<file path="src/rtl/pim_host_sequencer_if.sv">
// Command, payload, result and peripheral-port signals of the PIM host sequencer.
// Signal names carry the direction as seen from the sequencer (slave modport).
interface pim_host_sequencer_if;
    // Command channel
    logic        cmd_valid_i;
    logic        cmd_ready_o;
    logic [1:0]  cmd_op_i;
    logic [2:0]  cmd_mode_i;
    logic [6:0]  cmd_row_i;
    logic [8:0]  cmd_col_i;
    logic [3:0]  cmd_len_i;
    logic [31:0] cmd_zp_i;
    // LOAD_IN payload stream
    logic        wdata_valid_i;
    logic [31:0] wdata_i;
    logic        wdata_ready_o;
    // READ_OUT result stream
    logic        rdata_valid_o;
    logic [31:0] rdata_o;
    logic        rdata_ready_i;
    // Peripheral register port
    logic [31:0] peri_addr_o;
    logic [31:0] peri_data_o;
    logic [31:0] peri_data_i;
    // Status
    logic        busy_o;
    logic        done_o;

    modport slave (
        input  cmd_valid_i, cmd_op_i, cmd_mode_i, cmd_row_i, cmd_col_i, cmd_len_i, cmd_zp_i,
        input  wdata_valid_i, wdata_i, rdata_ready_i, peri_data_i,
        output cmd_ready_o, wdata_ready_o, rdata_valid_o, rdata_o,
        output peri_addr_o, peri_data_o, busy_o, done_o
    );

    modport master (
        output cmd_valid_i, cmd_op_i, cmd_mode_i, cmd_row_i, cmd_col_i, cmd_len_i, cmd_zp_i,
        output wdata_valid_i, wdata_i, rdata_ready_i, peri_data_i,
        input  cmd_ready_o, wdata_ready_o, rdata_valid_o, rdata_o,
        input  peri_addr_o, peri_data_o, busy_o, done_o
    );
endinterface

</file>
<file path="src/rtl/pim_host_sequencer.sv">
// PIM host sequencer: turns one high-level command (LOAD_IN, SET_ZP, EXEC, READ_OUT)
// into single-cycle address/data transactions on the peripheral register port.
//
// Handshakes (cmd, wdata, rdata): a transfer happens on the rising clock edge where
// valid and ready are both high; the producer keeps valid and its payload stable until
// that edge, and ready never depends on anything but the sequencer state.
module pim_host_sequencer #(
    parameter logic [31:0] ADDR_INBUF  = 32'h0000_1000,
    parameter logic [31:0] ADDR_ZP     = 32'h0000_1004,
    parameter logic [31:0] ADDR_EXEC   = 32'h0000_1008,
    parameter logic [31:0] ADDR_OUTBUF = 32'h0000_100C,
    parameter int unsigned READ_LAT    = 2,
    parameter int unsigned EXEC_WAIT   = 16
) (
    input  logic                clk_i,
    input  logic                rst_ni,
    pim_host_sequencer_if.slave bus,
    output logic [3:0]          dbg_state_o
);

    typedef enum logic [3:0] {
        S_IDLE, S_LOAD, S_ZP, S_EXEC, S_EWAIT, S_RD_ISSUE, S_RD_WAIT, S_RD_HOLD, S_DONE
    } state_e;

    localparam logic [1:0] OP_LOAD = 2'd0;
    localparam logic [1:0] OP_ZP   = 2'd1;
    localparam logic [1:0] OP_EXEC = 2'd2;

    // One timer serves both the post-execute wait and the read latency.
    localparam int unsigned TMR_MAX = (EXEC_WAIT > READ_LAT) ? EXEC_WAIT : READ_LAT;
    localparam int unsigned TMR_W   = $clog2(TMR_MAX + 1);
    localparam logic [TMR_W-1:0] EWAIT_LAST = TMR_W'((EXEC_WAIT > 0) ? EXEC_WAIT - 1 : 0);
    localparam logic [TMR_W-1:0] RD_LAST    = TMR_W'(READ_LAT - 1);

    state_e           state_q, state_d;
    logic [3:0]       len_q, len_d;
    logic [3:0]       cnt_q, cnt_d;
    logic [TMR_W-1:0] tmr_q, tmr_d;
    logic [31:0]      zp_q, zp_d;
    logic [31:0]      exec_q, exec_d;
    logic [31:0]      rdata_q, rdata_d;

    // State and datapath registers; reset aborts any command in flight.
    always_ff @(posedge clk_i or negedge rst_ni) begin
        if (!rst_ni) begin
            state_q <= S_IDLE;
            len_q   <= '0;
            cnt_q   <= '0;
            tmr_q   <= '0;
            zp_q    <= '0;
            exec_q  <= '0;
            rdata_q <= '0;
        end else begin
            state_q <= state_d;
            len_q   <= len_d;
            cnt_q   <= cnt_d;
            tmr_q   <= tmr_d;
            zp_q    <= zp_d;
            exec_q  <= exec_d;
            rdata_q <= rdata_d;
        end
    end

    // Next-state and output decode; every peripheral access lasts exactly one cycle.
    always_comb begin
        state_d = state_q;
        len_d   = len_q;
        cnt_d   = cnt_q;
        tmr_d   = tmr_q;
        zp_d    = zp_q;
        exec_d  = exec_q;
        rdata_d = rdata_q;

        // Gated with reset so every output reads 0 while reset is held.
        bus.cmd_ready_o   = (state_q == S_IDLE) && rst_ni;
        bus.wdata_ready_o = 1'b0;
        bus.rdata_valid_o = 1'b0;
        bus.rdata_o       = rdata_q;
        bus.peri_addr_o   = '0;
        bus.peri_data_o   = '0;
        bus.busy_o        = (state_q != S_IDLE);
        bus.done_o        = 1'b0;

        case (state_q)
            S_IDLE: begin
                if (bus.cmd_valid_i) begin
                    len_d  = bus.cmd_len_i;
                    zp_d   = bus.cmd_zp_i;
                    // Execute word: mode[18:16], row[15:9], col[8:0].
                    exec_d = {13'b0, bus.cmd_mode_i, bus.cmd_row_i, bus.cmd_col_i};
                    cnt_d  = '0;
                    tmr_d  = '0;
                    case (bus.cmd_op_i)
                        OP_LOAD: state_d = S_LOAD;
                        OP_ZP:   state_d = S_ZP;
                        OP_EXEC: state_d = S_EXEC;
                        default: state_d = S_RD_ISSUE;
                    endcase
                end
            end
            S_LOAD: begin
                bus.wdata_ready_o = 1'b1;
                if (bus.wdata_valid_i) begin
                    bus.peri_addr_o = ADDR_INBUF;
                    bus.peri_data_o = bus.wdata_i;
                    if (cnt_q == len_q) state_d = S_DONE;
                    else                cnt_d   = cnt_q + 4'd1;
                end
            end
            S_ZP: begin
                bus.peri_addr_o = ADDR_ZP;
                bus.peri_data_o = zp_q;
                state_d         = S_DONE;
            end
            S_EXEC: begin
                bus.peri_addr_o = ADDR_EXEC;
                bus.peri_data_o = exec_q;
                tmr_d           = '0;
                state_d         = (EXEC_WAIT == 0) ? S_DONE : S_EWAIT;
            end
            S_EWAIT: begin
                if (tmr_q == EWAIT_LAST) state_d = S_DONE;
                else                     tmr_d   = tmr_q + 1'b1;
            end
            S_RD_ISSUE: begin
                bus.peri_addr_o = ADDR_OUTBUF;
                tmr_d           = '0;
                state_d         = S_RD_WAIT;
            end
            S_RD_WAIT: begin
                // Read data is valid exactly READ_LAT cycles after the issue cycle.
                if (tmr_q == RD_LAST) begin
                    rdata_d = bus.peri_data_i;
                    state_d = S_RD_HOLD;
                end else begin
                    tmr_d = tmr_q + 1'b1;
                end
            end
            S_RD_HOLD: begin
                bus.rdata_valid_o = 1'b1;
                if (bus.rdata_ready_i) begin
                    if (cnt_q == len_q) begin
                        state_d = S_DONE;
                    end else begin
                        cnt_d   = cnt_q + 4'd1;
                        state_d = S_RD_ISSUE;
                    end
                end
            end
            S_DONE: begin
                bus.done_o = 1'b1;
                state_d    = S_IDLE;
            end
            default: state_d = S_IDLE;
        endcase
    end

    assign dbg_state_o = state_q;

endmodule
</file>
<file path="src/flat_wrapper.sv">
// flat-port wrapper written by rule: the top's interface ports become plain ports
module pim_host_sequencer_flat 
#(
    parameter logic [31:0] ADDR_INBUF  = 32'h0000_1000,
    parameter logic [31:0] ADDR_ZP     = 32'h0000_1004,
    parameter logic [31:0] ADDR_EXEC   = 32'h0000_1008,
    parameter logic [31:0] ADDR_OUTBUF = 32'h0000_100C,
    parameter int unsigned READ_LAT    = 2,
    parameter int unsigned EXEC_WAIT   = 16
)
  (clk_i, rst_ni, dbg_state_o, bus_cmd_valid_i, bus_cmd_op_i, bus_cmd_mode_i, bus_cmd_row_i, bus_cmd_col_i, bus_cmd_len_i, bus_cmd_zp_i, bus_wdata_valid_i, bus_wdata_i, bus_rdata_ready_i, bus_peri_data_i, bus_cmd_ready_o, bus_wdata_ready_o, bus_rdata_valid_o, bus_rdata_o, bus_peri_addr_o, bus_peri_data_o, bus_busy_o, bus_done_o);
  pim_host_sequencer_if bus_i ();
  input  logic clk_i;
  input  logic rst_ni;
  output logic [3:0] dbg_state_o;
  input wire logic [$bits(bus_i.cmd_valid_i)-1:0] bus_cmd_valid_i;
  input wire logic [$bits(bus_i.cmd_op_i)-1:0] bus_cmd_op_i;
  input wire logic [$bits(bus_i.cmd_mode_i)-1:0] bus_cmd_mode_i;
  input wire logic [$bits(bus_i.cmd_row_i)-1:0] bus_cmd_row_i;
  input wire logic [$bits(bus_i.cmd_col_i)-1:0] bus_cmd_col_i;
  input wire logic [$bits(bus_i.cmd_len_i)-1:0] bus_cmd_len_i;
  input wire logic [$bits(bus_i.cmd_zp_i)-1:0] bus_cmd_zp_i;
  input wire logic [$bits(bus_i.wdata_valid_i)-1:0] bus_wdata_valid_i;
  input wire logic [$bits(bus_i.wdata_i)-1:0] bus_wdata_i;
  input wire logic [$bits(bus_i.rdata_ready_i)-1:0] bus_rdata_ready_i;
  input wire logic [$bits(bus_i.peri_data_i)-1:0] bus_peri_data_i;
  output wire logic [$bits(bus_i.cmd_ready_o)-1:0] bus_cmd_ready_o;
  output wire logic [$bits(bus_i.wdata_ready_o)-1:0] bus_wdata_ready_o;
  output wire logic [$bits(bus_i.rdata_valid_o)-1:0] bus_rdata_valid_o;
  output wire logic [$bits(bus_i.rdata_o)-1:0] bus_rdata_o;
  output wire logic [$bits(bus_i.peri_addr_o)-1:0] bus_peri_addr_o;
  output wire logic [$bits(bus_i.peri_data_o)-1:0] bus_peri_data_o;
  output wire logic [$bits(bus_i.busy_o)-1:0] bus_busy_o;
  output wire logic [$bits(bus_i.done_o)-1:0] bus_done_o;
  assign bus_i.cmd_valid_i = bus_cmd_valid_i;
  assign bus_i.cmd_op_i = bus_cmd_op_i;
  assign bus_i.cmd_mode_i = bus_cmd_mode_i;
  assign bus_i.cmd_row_i = bus_cmd_row_i;
  assign bus_i.cmd_col_i = bus_cmd_col_i;
  assign bus_i.cmd_len_i = bus_cmd_len_i;
  assign bus_i.cmd_zp_i = bus_cmd_zp_i;
  assign bus_i.wdata_valid_i = bus_wdata_valid_i;
  assign bus_i.wdata_i = bus_wdata_i;
  assign bus_i.rdata_ready_i = bus_rdata_ready_i;
  assign bus_i.peri_data_i = bus_peri_data_i;
  assign bus_cmd_ready_o = bus_i.cmd_ready_o;
  assign bus_wdata_ready_o = bus_i.wdata_ready_o;
  assign bus_rdata_valid_o = bus_i.rdata_valid_o;
  assign bus_rdata_o = bus_i.rdata_o;
  assign bus_peri_addr_o = bus_i.peri_addr_o;
  assign bus_peri_data_o = bus_i.peri_data_o;
  assign bus_busy_o = bus_i.busy_o;
  assign bus_done_o = bus_i.done_o;
  pim_host_sequencer #(.ADDR_INBUF(ADDR_INBUF), .ADDR_ZP(ADDR_ZP), .ADDR_EXEC(ADDR_EXEC), .ADDR_OUTBUF(ADDR_OUTBUF), .READ_LAT(READ_LAT), .EXEC_WAIT(EXEC_WAIT)) u_core (.clk_i(clk_i), .rst_ni(rst_ni), .bus(bus_i), .dbg_state_o(dbg_state_o));
endmodule
</file>
<file path="config.mk">
export PLATFORM = sky130hd
export DESIGN_NAME = pim_host_sequencer_flat
export DESIGN_NICKNAME = d
export VERILOG_FILES = /design/src/rtl/pim_host_sequencer_if.sv /design/src/rtl/pim_host_sequencer.sv /design/src/flat_wrapper.sv
export SDC_FILE = /design/constraint.sdc
export NUM_CORES = 1
export LEC_CHECK = 0
export CORE_MARGIN = 8
export CORE_UTILIZATION = 43
export CTS_BUF_LIST = sky130_fd_sc_hd__clkbuf_8
export DETAILED_ROUTE_END_ITERATION = 12
export HOLD_SLACK_MARGIN = 0.05
export PLACE_DENSITY = 0.8
export REMOVE_ABC_BUFFERS = 1
export SYNTH_ARGS = -nofsm -noshare
export SYNTH_HDL_FRONTEND = slang
export SYNTH_SLANG_ARGS = --single-unit
</file>
<file path="constraint.sdc">
create_clock -name clk_i -period 3.2 [get_ports clk_i]
set_clock_uncertainty 0.15 [all_clocks]
set_input_delay 0.96 -clock clk_i [delete_from_list [all_inputs] [get_ports clk_i]]
set_output_delay 0.96 -clock clk_i [all_outputs]
set_load 0.01 [all_outputs]
</file>
=== Yosys cells after proc, flatten, opt, wreduce, memory -nomap -nowiden ===
Index checks and enable logic that the tools add are counted.

* Word-level logic and storage cells: 67
* Register bits after elaboration: 100
* Input port bits: 126
* Output and inout bits: 105

* Mux-type cells: 25
* $add $sub $neg: 2
* Equality and inequality tests: 21
* Reductions and logical operators: 12

{| class="wikitable"
|+ Operators by type and width
! cell !! count
|-
| 32-bit one-hot mux with 4 select lines || 1
|-
| 32-bit one-hot mux with 3 select lines || 1
|-
| 4-bit 2-to-1 mux || 11
|-
| 32-bit 2-to-1 mux || 1
|-
| 4-bit one-hot mux with 8 select lines || 1
|-
| 5-bit one-hot mux with 4 select lines || 1
|-
| 4-bit by 3-bit equality test with 1-bit output (second input constant) || 4
|-
| 5-bit 2-to-1 mux || 3
|-
| 13-bit 2-to-1 mux || 1
|-
| 4-bit one-hot mux with 3 select lines || 1
|-
| 2-bit != test (second input constant) || 5
|-
| 3-bit one-hot mux with 3 select lines || 1
|-
| 4-bit by 2-bit equality test with 1-bit output (second input constant) || 2
|-
| 4-bit AND reduction || 2
|-
| 4-bit nonzero test || 2
|-
| 2-bit by 1-bit != test with 1-bit output (second input constant) || 3
|-
| 6-bit AND reduction || 1
|-
| 5-bit by 1-bit adder with 5-bit output (second input constant) || 1
|-
| 5-bit by 1-bit equality test with 1-bit output (second input constant) || 1
|-
| 5-bit by 4-bit equality test with 1-bit output (second input constant) || 1
|-
| 4-bit by 1-bit adder with 4-bit output (second input constant) || 1
|-
| 4-bit by 1-bit equality test with 1-bit output (second input constant) || 1
|-
| 4-bit equality test || 1
|-
| 4-bit equality test (second input constant) || 1
|-
| 9 further kinds || 12
|}

=== Logic depth before layout (Yosys ltp) ===
* Depth after elaboration: 4
* Depth in mapped cells: 8

=== Least setup slack after synthesis ===
No wires, ideal clock.

* Path kind: input port to output port
* From: input port bus_wdata_valid_i
* To: output port bus_peri_data_o[17]
* Arrival: 1.844 ns
* Data required time: 2.090 ns
* Stages: 5
* Setup slack: 0.246 ns
* Path through: and3_1 > clkbuf_1 > clkbuf_1 > a222oi_1 > inv_1

* Cells in the longest elaborated chain, start to end: 2

{| class="wikitable"
|+ RTL lines
! item !! RTL line !! text
|-
| start: declaration || flat_wrapper.sv:23 || <nowiki>input wire logic [$bits(bus_i.wdata_valid_i)-1:0] bus_wdata_valid_i;</nowiki>
|-
| 32-bit 2-to-1 mux || pim_host_sequencer.sv:103 || <nowiki>if (bus.wdata_valid_i) begin</nowiki>
|-
| 32-bit one-hot mux with 3 select lines || pim_host_sequencer.sv:84 || <nowiki>case (state_q)</nowiki>
|-
| end: declaration || flat_wrapper.sv:32 || <nowiki>output wire logic [$bits(bus_i.peri_data_o)-1:0] bus_peri_data_o;</nowiki>
|}

Every way passes these cells.

=== Worst setup path after layout ===
* From: input port bus_wdata_valid_i
* To: output port bus_peri_data_o[3]

Same word-level chain as after synthesis.

==> flow_summary.json <==
{
  "status": "completed",
  "syn_area_um2": 5071,
  "grt-ovfl-total": 0,
  "clkLatencyLatePin_ns": 0.35,
  "pin_count": 231,
  "die-area_um2": 15520,
  "synth.most_common_cell": "dfrtp_1",
  "fin_ws_ns": 0.04404,
  "drt_iter0_drc": 232,
  "crit_required_ns": 2.09,
  "dr_wl_met3_mm": 1.193,
  "power.density_nw_per_um2": 811.6,
  "floorplan.initialDensity": 0.4422,
  "grt_pass1_wl_mm": 22.65,
  "leakagePower_nw": 3.497,
  "yosys_warnings": 0,
  "top_layer": "met4",
  "drt-met1-wl_mm": 5.667,
  "cts.clk_slew.worst_paths_ns": 0.09,
  "synth_common_cells": "dfrtp_1, mux2_2, mux2_4, buf_4, inv_1",
  "crit_start": "bus_wdata_valid_i",
  "die_w_um": 124.6,
  "final_util": 0.6392,
  "slew_violations": 0,
  "synth_top_area_share": 0.4935,
  "synthArstFlopShare": 1.000,
  "yosys.area.top_type": "dfrtp_1",
  "fin_nets": 737,
  "r2r-end": "u_core.bus.rdata_o[6]",
  "vias": 3848,
  "ys_ff_latch": 100,
  "drv_cap": 0,
  "fp.dieH_um": 124.6,
  "peakVddDrop_mv": 0.6242,
  "period_share": 0.9862,
  "clock_path_buffers": 2,
  "synthFlopType": "dfrtp_1",
  "drt_first_pass_iters": 8,
  "hold_path_class": "reg2reg",
  "reg2reg_depth": 5,
  "crit_chain": "buf_4, and3_4, buf_6, a222oi_1, inv_1, buf_6",
  "diodes": 0,
  "holdPathEnd": "u_core.exec_q[6]",
  "cp_num_buf_inv": 4,
  "cts_hold_buf": 0,
  "gp_congestion": 0.7969,
  "postSynthCellCount": 397,
  "cp_common_cell": "buf_6",
  "antenna_found_initial": 0,
  "grt_pass1_vias": 4281,
  "fmax_mhz": 316.9,
  "tightest_slew_ns": 0.9214,
  "r2r-start": "u_core.tmr_q[1]",
  "cts_buffers": 9,
  "syn_to_final_growth_pct": 44.53,
  "dp_hpwl_mm": 10.74,
  "avgViaCountPerCell": 5.110,
  "maxSlewHeadroom": 0.3858,
  "cpLargestDelayFamily": "buffers and inverters",
  "cpPeakStageDelay_ns": 0.40,
  "cts_tree": "done",
  "fp.coreArea_um2": 11470,
  "crit_arrival_ns": 2.05,
  "slowest_stage": "a222oi_1",
  "cp_max_fo": 6,
  "hp-start": "u_core.exec_q[6]",
  "synth_edf_count": 0,
  "drc": 0,
  "ys_seq_area_frac": 0.4935,
  "syn_avg_cell_area_um2": 12.77,
  "power_mw": 5.949,
  "cts_sinks": 100,
  "grt_max_degree": 74,
  "drt-wirelength-per-cell_um": 19.09,
  "critPathKind": "in2out",
  "portBuffers": 201,
  "antenna_left": 0,
  "period_needed_ns": 3.156,
  "finalHoldViolations": 0,
  "holdPathStages": 1,
  "preCtsSetupSlack_ns": -0.7057,
  "cts-root-buf": "clkbuf_8",
  "yosys-top-cells-area": "dfrtp_1, mux2_2, mux2_4",
  "track_usage": 0.1782,
  "r2r_setup_slack_ns": 0.70,
  "rows": 39,
  "synth_cell_types": 50,
  "dr_wl_met2_mm": 7.201,
  "cts_max_level": 3,
  "layout-drive-gt1-share": 0.2803,
  "setup_viol_count_final": 0,
  "crit_path_end_kind": "output pin",
  "drt_wl_total_mm": 14.38,
  "start_kind": "input pin"
}
-- worst max path at each step --
stage,endpoint,cells past startpoint
floorplan,bus_peri_data_o[0],4
global placement,bus_peri_data_o[19],6
detailed placement,bus_peri_data_o[3],6
CTS,bus_peri_data_o[12],6
global route,bus_done_o,5
finish,bus_peri_data_o[3],6
-- flip-flops by register name, summed over array words and instances (netlist names) --
signal and flops:
u_core.cnt_q 4, u_core.dbg_state_o 4, u_core.exec_q 19, u_core.zp_q 32
u_core.tmr_q 5, u_core.len_q 4, u_core.bus.rdata_o 32
-- worst register-to-register path, delay by kind of cell (launching register included) --
family	cells	cell delay [ns]
muxes	1	0.42
and+or+nand+nor	2	1.19
buffers and inverters	1	0.07
DFF	1	0.42
adders and majority gates	1	0.14
-- repair_timing --
item | 4_1_cts | 5_1_grt
gates cloned | 2 | 0
resized for setup | 112 | 15
pin swaps | 17 | 3
setup endpoints to repair | 34 | 13
setup buffers | 1 | 6
-- metal layers --
layer | vias up | GRT usage
li1 | 1788 | -
met1 | 1886 | 0.1989
met2 | 153 | 0.3038
met3 | 21 | 0.06596
met4 | 0 | 0.06520
met5 | - | 0
-- cell usage in the layout, fill, tap and decap left out, types with 5 or more instances in the layout --
cell,Yosys,layout
inv_1,25,26
buf_2,9,18
clkbuf_8,0,10
dfrtp_1,100,98
a21oi_1,10,10
dlygate4sd2_1,0,11
a222oi_1,19,19
nor2_1,5,5
mux2_2,62,62
buf_6,1,5
a22o_1,14,14
mux2_4,30,30
conb_1,1,29
clkdlybuf4s50_1,0,162
o21ai_0,6,6
buf_4,29,16
ha_1,6,6
nand2_1,10,9
nand2b_1,6,6
-- report_power, final --
part           switching, mW  total (mW)  internal [mW]
clock network          0.416       0.713          0.296
registers              0.384        2.26           1.87
logic                   1.22        2.98           1.76
total                   2.02        5.95           3.93
-- kinds of logic after synthesis --
family	Yosys count	share of synthesized area
AOI/OAI and AO/OA	59	0.09549
adders and majority gates	7	0.01678
muxes	92	0.2265
buffers and inverters	79	0.09326
xor gates and xnor gates	6	0.01036
other	1	0.0007395
and+or+nand+nor	53	0.06341
DFF	100	0.4935
-- layout make-up --
type                            instances  area [um2]
Sequential cell                       100        2505
Clock buffer                           10       137.6
Multi-Input combinational cell        246        2242
Inverter                               25       93.84
Tap cell                              143       178.9
Clock inverter                          6       32.53
Fill cell                             861        4138
Timing Repair Buffer                  223        2140
-- through the flow --
| step | setup TNS, ns | std cells | hold slack, ns | cell area, um2 |
|---|---|---|---|---|
| detailed placement | -19.83 | 730 | 0.3435 | 7132 |
| CTS | -0.03805 | 749 | 0.3657 | 7283 |
| global route | -0.001435 | 753 | 0.3825 | 7330 |
| global placement | -18.95 | 730 | 0.3384 | 7132 |
| finish | 0 | 753 | 0.3624 | 7330 |
| floorplan | -48.21 | 371 | 0.3228 | 4797 |
Note: power is estimated with default switching activity, not from simulation.
